## config.mk

```make
export PLATFORM = sky130hd
export DESIGN_NAME = csa_result_accumulator
export DESIGN_NICKNAME = d
export VERILOG_FILES = /design/src/rtl/csa_pkg.sv /design/src/rtl/csa_sat_add.sv /design/src/rtl/csa_result_accumulator.sv
export SDC_FILE = /design/constraint.sdc
export NUM_CORES = 1
export LEC_CHECK = 0
export CAP_MARGIN = 20
export CORE_ASPECT_RATIO = 1.1
export CORE_MARGIN = 5
export CORE_UTILIZATION = 56
export CTS_CLUSTER_SIZE = 25
export DETAILED_ROUTE_END_ITERATION = 10
export PLACE_DENSITY = 0.81
export SETUP_SLACK_MARGIN = 0.1
export SYNTH_ARGS = -nofsm -noshare
export SYNTH_HDL_FRONTEND = slang
export SYNTH_SLANG_ARGS = --single-unit
```

## constraint.sdc

```tcl
create_clock -name clk -period 3.1 [get_ports clk]
set_clock_uncertainty 0.1 [all_clocks]
set_input_delay 0.465 -clock clk [delete_from_list [all_inputs] [get_ports clk]]
set_output_delay 0.465 -clock clk [all_outputs]
set_load 0.02 [all_outputs]
```

## src/rtl/csa_pkg.sv

```systemverilog
// Shared state encoding and beat width for the carry-select adder result accumulator.
// Latency: none (declarations only).
// Backpressure: not applicable.
package csa_pkg;

  // Adder result width: 8-bit sum plus carry-out
  localparam int BEAT_W = 9;

  typedef enum logic [1:0] {
    ST_IDLE  = 2'd0,
    ST_ACCUM = 2'd1,
    ST_DONE  = 2'd2
  } state_t;

endpackage

```

## src/rtl/csa_sat_add.sv

```systemverilog
// Saturating W-bit adder: clamps to all-ones and flags overflow when the carry out of W bits is set.
// Latency: combinational.
// Backpressure: not applicable.
module csa_sat_add #(
  parameter int W = 24
) (
  input  logic [W-1:0] a,
  input  logic [W-1:0] b,
  output logic [W-1:0] y,
  output logic         ovf
);

  logic [W:0] wide;

  // Add one bit wider so the carry out of the top bit decides saturation
  always_comb begin
    wide = {1'b0, a} + {1'b0, b};
    ovf  = wide[W];
    y    = wide[W] ? '1 : wide[W-1:0];
  end

endmodule

```

## src/rtl/csa_result_accumulator.sv

```systemverilog
// Accumulates 9-bit {cout,sum} adder beats over a programmed burst and presents the saturated total.
// Latency: total valid 1 clock after the last accepted beat; in_ready is a registered state decode.
// Backpressure: in_ready is low outside ACCUM so beats wait upstream; DONE holds the total until out_ready.
module csa_result_accumulator
  import csa_pkg::*;
#(
  parameter int ACC_W = 24,
  parameter int LEN_W = 8
) (
  input  logic             clk,
  input  logic             rst,
  input  logic             start,
  input  logic [LEN_W-1:0] len,
  input  logic             in_valid,
  input  logic [7:0]       in_sum,
  input  logic             in_cout,
  output logic             in_ready,
  output logic             out_valid,
  input  logic             out_ready,
  output logic [ACC_W-1:0] out_acc,
  output logic             out_ovf,
  output logic [LEN_W-1:0] out_beats,
  output logic             busy
);

  state_t             state;
  state_t             state_nxt;
  logic [ACC_W-1:0]   acc;
  logic               ovf;
  logic [LEN_W-1:0]   cnt;
  logic [LEN_W-1:0]   len_q;

  logic [BEAT_W-1:0]  beat;
  logic [ACC_W-1:0]   beat_ext;
  logic [ACC_W-1:0]   acc_sum;
  logic               acc_sum_ovf;
  logic [LEN_W-1:0]   cnt_inc;
  logic               beat_fire;
  logic               last_beat;
  logic               start_ok;

  assign beat      = {in_cout, in_sum};
  assign beat_ext  = ACC_W'(beat);
  assign cnt_inc   = cnt + LEN_W'(1);
  // in_ready is only ever high in ACCUM, so a fired beat always belongs to the burst
  assign beat_fire = in_valid && in_ready;
  assign last_beat = beat_fire && (cnt_inc == len_q);
  assign start_ok  = (state == ST_IDLE) && start;
  assign busy      = (state != ST_IDLE);

  csa_sat_add #(.W(ACC_W)) u_sat_add (
    .a   (acc),
    .b   (beat_ext),
    .y   (acc_sum),
    .ovf (acc_sum_ovf)
  );

  // State register
  always_ff @(posedge clk or negedge rst) begin
    if (!rst) begin
      state <= ST_IDLE;
    end else begin
      state <= state_nxt;
    end
  end

  // Next-state decode; start outside IDLE is simply not looked at
  always_comb begin
    state_nxt = state;
    unique case (state)
      ST_IDLE: begin
        if (start) begin
          state_nxt = (len != '0) ? ST_ACCUM : ST_DONE;
        end
      end
      ST_ACCUM: begin
        if (last_beat) begin
          state_nxt = ST_DONE;
        end
      end
      ST_DONE: begin
        if (out_ready) begin
          state_nxt = ST_IDLE;
        end
      end
      default: state_nxt = ST_IDLE;
    endcase
  end

  // Handshake flags registered from the next state so both are glitch-free decodes
  always_ff @(posedge clk or negedge rst) begin
    if (!rst) begin
      in_ready  <= 1'b0;
      out_valid <= 1'b0;
    end else begin
      in_ready  <= (state_nxt == ST_ACCUM);
      out_valid <= (state_nxt == ST_DONE);
    end
  end

  // Running total, beat count and the result registers copied on burst completion
  always_ff @(posedge clk or negedge rst) begin
    if (!rst) begin
      acc       <= '0;
      ovf       <= 1'b0;
      cnt       <= '0;
      len_q     <= '0;
      out_acc   <= '0;
      out_ovf   <= 1'b0;
      out_beats <= '0;
    end else if (start_ok) begin
      acc   <= '0;
      ovf   <= 1'b0;
      cnt   <= '0;
      len_q <= len;
      // A zero-length burst goes straight to DONE with an empty result
      if (len == '0) begin
        out_acc   <= '0;
        out_ovf   <= 1'b0;
        out_beats <= '0;
      end
    end else if (beat_fire) begin
      acc <= acc_sum;
      ovf <= ovf | acc_sum_ovf;
      cnt <= cnt_inc;
      if (last_beat) begin
        out_acc   <= acc_sum;
        out_ovf   <= ovf | acc_sum_ovf;
        out_beats <= cnt_inc;
      end
    end
  end

endmodule

```

**Yosys cells after proc, flatten, opt, wreduce, memory -nomap -nowiden**

Index checks and enable logic that the tools add are counted.

- Memories: 0
- Input port bits: 22
- ROM bits: 0
- Memory bits (writable): 0
- Latch bits: 0
- Register bits: 78

- Divide/modulo/power cells: 0
- Order comparisons: 0
- Shifts and indexed selects: 0
- Bitwise operators: 1
- Equal/unequal tests: 6
- Reductions and logical operators: 10
- Muxes and demuxes: 24
- $add $sub $neg: 2
- $mul: 0

Operators with widths:

| operator | count |
|---|---|
| $mux 24 | 7 |
| $mux 8 | 6 |
| $add 24x9->25 | 1 |
| $add 8x1->8 const B | 1 |
| $eq 8x8->1 | 1 |
| $logic_not 8->1 | 1 |
| $mux 2 | 4 |
| $reduce_bool 8->1 | 1 |
| $mux 1 | 6 |
| $pmux 2 s3 | 1 |
| $reduce_bool 2->1 | 3 |
| $eq 2x1->1 const B | 2 |
| $eq 2x2->1 const B | 2 |
| $logic_and 1x1->1 | 3 |
| $reduce_and 3->1 | 1 |
| $logic_not 2->1 | 1 |
| $ne 2x1->1 const B | 1 |
| $or 1x1->1 | 1 |

**Depth between registers and ports, before layout**

Gate-level depths: netlist (run 1).

- Word-level depth: 6
- Depth in mapped cells: 9
- Depth with buffers taken out: 8

**Modules after synthesis**

A second synthesis (run 1) with hierarchy kept.

- Cell total of the unflattened synthesis: 566
- Area total of the unflattened synthesis: 5006.1 µm²

Modules (own cells, without submodules):

| module | sequential area each (µm²) | cells each | area each (µm²) | times used |
|---|---|---|---|---|
| csa_result_accumulator | 1951.9 | 365 | 3619.7 | 1 |
| csa_sat_add | 0.0 | 201 | 1386.3 | 1 |

**Worst setup path before layout (run 1)**

No wires, ideal clock.

- Path type: input-to-reg
- From: in in_sum[0]
- To: reg acc[17]
- Required time: 2.877 ns
- Stages: 9
- Setup time: 0.123 ns
- Path slack: 0.387 ns
- Arrival time: 2.491 ns
- Path buffers: 1
- Cells stage by stage: ha_1 -> fa_1 -> a21o_1 -> a221oi_4 -> o22ai_1 -> nor2b_1 -> buf_2 -> o21a_1 -> o221a_2

- Cells in the longest elaborated chain, start to end: 4

RTL lines:

| element | RTL line | RTL |
|---|---|---|
| start, declared | csa_result_accumulator.sv:15 | `input logic [7:0] in_sum,` |
| $add 24x9->25 | csa_sat_add.sv:17 | `wide = {1'b0, a} + {1'b0, b};` |
| $mux 24 | csa_sat_add.sv:19 | `y = wide[W] ? '1 : wide[W-1:0];` |
| $mux 24 | csa_result_accumulator.sv:122 | `end else if (beat_fire) begin` |
| $mux 24 | csa_result_accumulator.sv:111 | `end else if (start_ok) begin` |
| end signal, assigned | csa_result_accumulator.sv:123 | `acc <= acc_sum;` |
| end, declared | csa_result_accumulator.sv:28 | `logic [ACC_W-1:0] acc;` |

Every way passes these cells. The select of a mux whose other input is x is not followed.
A chain may end at the register's enable or synchronous reset.

**Worst setup path after layout (run 1)**

- From: in in_sum[0]
- To: reg out_acc[7]

- Cells in the longest elaborated chain, start to end: 5

RTL lines:

| element | RTL line | RTL |
|---|---|---|
| $add 24x9->25 | csa_sat_add.sv:17 |  |
| $mux 24 | csa_sat_add.sv:19 |  |
| $mux 24 | csa_result_accumulator.sv:126 | `if (last_beat) begin` |
| $mux 24 | csa_result_accumulator.sv:122 |  |
| $mux 24 | csa_result_accumulator.sv:111 |  |
| end signal, assigned | csa_result_accumulator.sv:127 | `out_acc <= acc_sum;` |
| end, declared | csa_result_accumulator.sv:20 | `output logic [ACC_W-1:0] out_acc,` |

Every way passes these cells. The select of a mux whose other input is x is not followed.

==> results, run 1 <==
- The CTS buffer count is 9.
- Clock-pin slew was measured on the worst setup and hold paths at 0.08 ns.
- In this run the power density over the cells is 769 mW/mm2.
- Internal power comes to 2620 uW.
- The number of global-route vias before repair is 4092.
- At the pin with the least slew margin, the transition time is 0.612 ns.
- The area growth from synthesis to layout is 23.2%.
- The largest single stage delay on the critical path is 0.43 ns.
- In this run the worst path has a maximum fanout of 5.
- The critical path crosses 10 cells after its start point.
- The CTS H-tree depth is 3.
- The number of enable-type register cells in the synthesized netlist is 0.
- The number of DRC markers in iteration 0 is 199.
- The placeable core region is 0.00791 mm2.
- The first global-routing pass estimated 19100 um of wire.
- The total overflow left after global routing is 0.
- The number of synthesis warnings is 0.
- The final instance area is 0.00562 mm2.
- The sequential share of power is 0.349.
- Sorting the synthesized cells by area gives the leading types as dfrtp_1 (43%), nand2_1 (6.9%), mux2i_1 (5.9%), xnor2_1 (4.0%), nor2_1 (2.8%).
- The post-detailed-route wirelength per cell is 16.8 um.
- Max-cap violations in this run came to 0.
- The final hold violation count came to 0.
- The biggest area consumer among synthesized cells is dfrtp_1.
- Clock latency on the worst-skew pair, taken at its later pin, is 0.34 ns.
- The repair_antennas step left the layout with diodes totalling 0.
- Traced cell by cell, the critical path runs through clkdlybuf4s50_1, ha_1, fa_1, a21o_1, a221oi_4, o22ai_1, nor2b_1, buf_4, nor3_1, mux2i_1.
- For this design, the sink count on the clock tree is 78.
- Of the synthesized area, sequential elements account for 0.428.
- The startpoint type of the worst setup path is an input port.
- The master cell of the clock root buffer is clkbuf_8.
- The number of nets handed over by synthesis was 522.
- In the final layout, the share of cells above drive strength 1 is 0.120.
- The count of fill cells added during filler insertion is 615.
- The clock tree from TritonCTS is done.
- The floorplan die area is 0.0100 mm2.
- Measured along the y axis, the die boundary spans 105 um.
- Synthesis produced a netlist whose cell count is 489.
- The count of different cell masters after synthesis is 61.
- Among cell families on the critical path, the largest total delay comes from adder cells.
- The total of endpoints with negative setup slack in the final report is 0.
- The top-level I/O count is 58.
- The most instantiated flip-flop cell in the synthesis netlist is dfrtp_1.
- The worst setup path is of the in -> reg kind.
- The initial core utilization is 0.576.
- Counting both buffers and inverters, the worst setup path holds a total of 2.
- The commonest cells after synthesis are nand2_1 (84), dfrtp_1 (78), nor2_1 (34).
- In the finished design, the share of the clock period the worst path needs comes to 0.919.
- The mean cell area of the mapped netlist is 9.32 um2.
- The die is 96.0 um wide.
- For this run, the total global-route usage over all layers was measured as 0.236.
- In this run the power spent charging and discharging nets is 1700 uW.
- The synthesized design contains 78 register bits.
- Setup repair after global routing left no endpoint under its margin.
- The count of antenna-violating nets left after detailed routing is 0.
- The endpoint type of the worst setup path is a flop.
- The critical path's slowest cell is fa_1.
- The detailed-route via count is 3907.
- After clock tree synthesis, the setup repair step added 0 buffers.
- The first detailed-routing pass ran for 4 iterations.
- The clock period minus final worst setup slack is 2.85 ns.
- The flow ran to the end, and the final reports show no timing, DRC or antenna violations.
- The number of buffers between clock root and the deepest sink is 2.
- The maximum number of pins on one net before global-route repair is 79.
- The worst pin sits at a relative slew slack of 0.588.
- VDD sags by at most 0.435 mV.
- The portion of synthesized cell area occupied by the leading cell type is 0.428.
- Data on the critical path arrives at its endpoint at 2.96 ns.
- Input and output buffers added on the ports amount to 57.
- Of the total power, combinational logic draws 0.454.
- The min-delay analysis places its worst path in the category in -> async.
- The synthesized netlist occupies a cell area of 0.00456 mm2.
- The max-slew violation count is 0.
- The share of async-settable or async-resettable flops after synthesis is 1.00.
- The count of nets after finishing is 588.
- The HPWL after detailed placement is 8150 um.
- The total detailed-routing wirelength is 11200 um.
- The routability congestion estimate from global placement is 0.924.
- In the routed layout, each cell is associated on average with a via count of 5.85.
- STA puts the critical path data required time at 3.21 ns.
- After detailed routing, the number of remaining DRC violations is 0.
- The share of power burned in the clock network is 0.198.
- The initialized floorplan defines 34 standard-cell rows.
- The initial antenna violation count is 0.
- The number of cells on the worst reg-to-reg path is 8.
- Summing all placed instances gives a cell area of 0.00534 mm2.
- Summed over all cells, the static leakage comes to 0.00241 uW.
- The upper clock frequency limit is 351 MHz.
- nand2_1 is the most common cell in the netlist.
- The final core utilization is 0.710.
- Of the total power, the share spent switching nets is 0.394.
[kinds of logic after synthesis]
kind of cell | count (synthesis) | synth area share
and+or+nand+nor | 192 | 0.202
AOI/OAI and AO/OA | 109 | 0.175
DFF | 78 | 0.428
buffers and inverters | 42 | 0.0428
xor gates and xnor gates | 29 | 0.0587
muxes | 28 | 0.0617
adders and majority gates | 11 | 0.0318
[final cells by class]
cell class	count	area [um2]	area share
Clock buffer	11	141	0.0252
Tap cell	108	135	0.0240
Inverter	6	22.5	0.00401
Clock inverter	5	81.3	0.0145
Multi-Input combinational cell	369	2420	0.432
Timing Repair Buffer	91	862	0.153
Sequential cell	78	1950	0.347
[power by group through the flow]
stage	Sequential, uW	Clock (uW)	Combinational, uW
floorplan	1480	0	1330
global placement	1510	0	1870
detailed placement	1520	0	1940
CTS	1500	876	1950
global route	1540	916	2160
finish	1510	855	1960
[what timing repair did]
action,4_1_cts,5_1_grt
hold buffers,0,1
setup endpoints to repair,0,7
endpoints found under the hold margin,0,5
resized for setup,0,3
[metal layers]
metal  up-vias  GRT usage  part of all wire
li1       1881          -                 -
met1      1905      0.295              0.42
met3        14     0.0424             0.055
met4         0     0.0742             0.013
met2       107      0.407              0.51
met5         -          0                 0
[through the flow]
| stage | setup TNS (ns) | total power [uW] | instances | hold slack, ns | setup WS (ns) |
|---|---|---|---|---|---|
| floorplan | 0 | 2800 | 489 | 0.0694 | 0.387 |
| global placement | -0.0314 | 3380 | 650 | 0.379 | -0.0111 |
| detailed placement | -1.20 | 3460 | 650 | 0.386 | -0.119 |
| CTS | 0 | 4330 | 666 | 0.195 | 0.220 |
| global route | 0 | 4620 | 668 | 0.357 | 0.120 |
| finish | 0 | 4320 | 668 | 0.365 | 0.250 |
[registers in the layout, summed over array words and instances, names as in the netlist]
| signal | flops |
|---|---|
| acc | 24 |
| out_valid | 1 |
| cnt | 8 |
| in_ready | 1 |
| out_beats | 8 |
| len_q | 8 |
| state | 2 |
| out_acc | 24 |
| ovf | 1 |
| out_ovf | 1 |
[worst paths after layout]
check                         endpoint       from  slack [ns]
hold reg to reg               state[0]   state[1]        0.40
max in group asynchronous       cnt[6]        rst        1.98
min in group clk              state[0]   state[1]        0.40
hold / removal                len_q[4]        rst        0.37
setup / recovery            out_acc[7]  in_sum[0]        0.25
setup reg to reg           out_acc[22]     cnt[0]        0.34
[layout by cell type, fill, tap and decap left out, types with 12 or more instances in the layout]
master | netlist | routed
a21oi_1 | 21 | 21
a211oi_1 | 12 | 12
clkdlybuf4s50_1 | 0 | 56
buf_4 | 4 | 31
nor2_1 | 34 | 34
mux2i_1 | 27 | 27
o21ai_0 | 14 | 14
a31oi_1 | 12 | 12
nand2_1 | 84 | 84
dfrtp_1 | 78 | 78
nand3_1 | 16 | 16
xnor2_1 | 21 | 21
No activity file was read; power rests on OpenSTA's default activity.
==> run 2: changes to the inputs <==
- CORE_UTILIZATION: 56 -> 50
- PLACE_DENSITY: 0.81 -> 0.73
- TNS_END_PERCENT: default -> 30
==> run 2 against run 1 <==
Net effect: critical path depth is 2 lower; final cell count is 1.0% higher; final area is 1.2% lower; utilization is 8.5 points lower; critical endpoint is now out_acc[20].
==> results, run 2 (synthesis results as in run 1) <==
- The placeable core region came to 0.00887 mm2 (+12%).
- The internal power contribution is 2430 uW (-7.2%).
- The endpoint of the worst-slack reg-to-reg timing path is out_acc[20].
- The height of the die is 110 um (+5.3%).
- The share of power burned in the clock network is 0.168 (-0.030).
- The worst endpoint data arrival time came to 3.02 ns (+0.06 ns).
- The number of DRC markers in iteration 0 is 284 (+43%).
- The number of buffers between clock root and the deepest sink was 2 (unchanged).
- Setup repair after global routing left no endpoint under its margin.
- The hold buffer count at CTS was 0 (unchanged).
- The wire length of the first global-routing pass is 18700 um (-1.9%).
- The critical path's slowest cell is or3_1.
- The switching component of the power is 1670 uW (-2.0%).
- The count of buffering cells on the critical path with inverters included is 1 (-1).
- The count of antenna-violating nets left after detailed routing was 0 (unchanged).
- The most common cell after layout, fill and taps aside is nand2_1.
- The post-DP HPWL was 8000 um (-1.9%).
- The detailed-route via count is 3853 (-1.4%).
- The startpoint type of the worst setup path is a flop.
- The total of endpoints with negative setup slack in the final report is 0 (unchanged).
- Traced cell by cell, the critical path runs through ha_1, xor2_1, a2111oi_4, nand3_1, or3_1, nor3_2, buf_4, mux2i_1.
- The run finished with clean final reports.
- The proportion of power drawn by combinational gates was 0.467 (+0.013).
- In the final layout, the registers with the most flip-flops are acc: 24 flops, out_acc: 24 flops.
- The actual transition at the worst max-transition pin was 0.769 ns (+0.157 ns).
- The worst hold slack across all endpoints is 0.359 ns (-0.00685 ns).
- The area growth from synthesis to layout is 21.7%.
- The worst setup path is captured at a flop.
- The max-slew headroom at the worst pin is 0.488 (-0.101).
- The reported max-cap violation count is 0 (unchanged).
- The number of cells on the critical path came to 8 (-2).
- The floorplan die area is 0.0111 mm2 (+11%).
- The sequential share of power is 0.365 (+0.016).
- The total routing usage reported by global routing came to 0.212 (-0.0245).
- The peak supply drop is 0.413 mV (-5.0%).
- The fraction of final layout cells sized beyond drive strength 1 was 0.118 (-0.00200).
- The total of buffers placed on input and output ports is 57 (unchanged).
- The horizontal die dimension is 101 um (+5.2%).
- The maximum fanout encountered on the critical timing path is 16 (+11).
- The routability congestion estimate from global placement came to 0.922 (-0.14%).
- TritonCTS built the clock tree.
- The clock-pin slew of the registers on the worst-case setup and hold paths is 0.08 ns (about the same).
- The most critical setup path has its startpoint at cnt[0].
- CTS placed an instance of clkbuf_8 at the clock tree root.
- The number of global-route vias before repair came to 3815 (-6.8%).
- Leaving out fill and tap cells, the most frequent cells in the layout are nand2_1 (84), dfrtp_1 (78), clkdlybuf4s50_1 (56).
- The slack of the worst reg-to-reg path is 0.26 ns (-0.08 ns).
- The reg-to-reg startpoint is cnt[0].
- The number of cells on the worst reg-to-reg path came to 8 (unchanged).
- The sum of overflow across all layers after global routing is 0 (unchanged).
- The post-CTS setup buffer count is 0 (unchanged).
- The top-level I/O count is 58 (unchanged).
- The classification of the worst setup path is reg -> reg.
- The via density per instance came to 5.71 (-2.4%).
- The initial antenna violation count is 0 (unchanged).
- The period utilization was 0.917 (-0.00286).
- The total power density per cell area is 739 mW/mm2 (-4.0%).
- The capture point of the critical path is out_acc[20].
- The total detailed-routing wirelength was 11100 um (-1.2%).
- The final hold violation count is 0 (unchanged).
- The share of total power consumed by net switching came to 0.407 (+0.0130).
- The number of clock sinks is 78 (unchanged).
- The cell area after placement is 0.00535 mm2 (about the same).
- The maximum number of pins on one net before global-route repair was 79 (unchanged).
- The post-detailed-route wirelength per cell is 16.5 um (-2.2%).
- The kind of cell with the highest combined delay along the critical path is simple AND/OR/NAND/NOR gates.
- The class of the tightest hold or removal check is in -> async.
- The max-slew violation count is 0 (unchanged).
- The CTS H-tree depth is 3 (unchanged).
- The required time at the worst-slack endpoint is 3.27 ns (+0.06 ns).
- The number of detailed-route iterations in the first pass is 4 (unchanged).
- The upper clock frequency limit is 352 MHz (+0.31%).
- The clock latency on the worst-skew pair was 0.35 ns (about the same).
- The initial core utilization is 0.514 (-0.0624).
- The clock period minus final worst setup slack is 2.84 ns (-0.00886 ns).
- The final instance area is 0.00555 mm2 (-1.2%).
- The static power due to leakage is 0.00237 uW (-1.5%).
- The DRC violations left came to 0 (unchanged).
- The CTS buffer count came to 9 (unchanged).
- The number of antenna cells inserted was 0 (unchanged).
- The number of placement rows was 36 (+5.9%).
- The count of fill cells added during filler insertion is 749 (+22%).
- The delay of the slowest cell on the worst path is 0.43 ns (about the same).
- The count of nets after finishing is 589 (+0.17%).
- The number of gates given a new drive strength after cts is 0 (unchanged).
## run 2: final cells by class
class                      instances  area [um2]  area share
inverter                           6        22.5     0.00406
clock buffer                      12         145      0.0261
tap                              114         143      0.0257
sequential                        78        1950       0.352
multi-input combinational        369        2410       0.435
timing repair buffer              92         853       0.154
clock inverter                     4        22.5     0.00406
## run 2: per-layer routing
metal / track usage / part of all wire / wire length (um) / up-vias
li1: - / - / - / 1886
met1: 0.272 / 0.43 / 4770 / 1860
met2: 0.354 / 0.50 / 5560 / 87
met3: 0.0321 / 0.045 / 502 / 20
met4: 0.0912 / 0.025 / 280 / 0
met5: 0 / 0 / 0 / -
## run 2: worst min-delay path by stage
stage             start        to  slack [ns]  cells after the start
2_1_floorplan       rst    acc[0]        0.07                      0
3_3_place_gp   len_q[1]  len_q[1]        0.38                      2
3_5_place_dp   len_q[1]  len_q[1]        0.38                      2
4_1_cts             rst  len_q[5]        0.21                      1
5_1_grt             rst  len_q[5]        0.34                      2
6_report            rst  len_q[5]        0.36                      2
## run 2: power groups by stage
stage                     registers, uW  logic [uW]  clock network, uW
after global routing               1540        2120                759
final                              1500        1910                689
after CTS                          1500        1920                711
after detailed placement           1520        1910                  0
after floorplan                    1480        1330                  0
after global placement             1510        1860                  0
## run 2: metrics by stage
step,std cells,setup slack (ns),util,setup TNS [ns],power (uW)
2_1_floorplan,489,0.387,-,0,2800
3_3_place_gp,657,-0.0122,0.602,-0.0343,3360
3_5_place_dp,657,-0.0517,0.602,-0.222,3420
4_1_cts,673,0.245,0.621,0,4120
5_1_grt,675,0.105,0.625,0,4410
6_report,675,0.259,0.625,0,4100
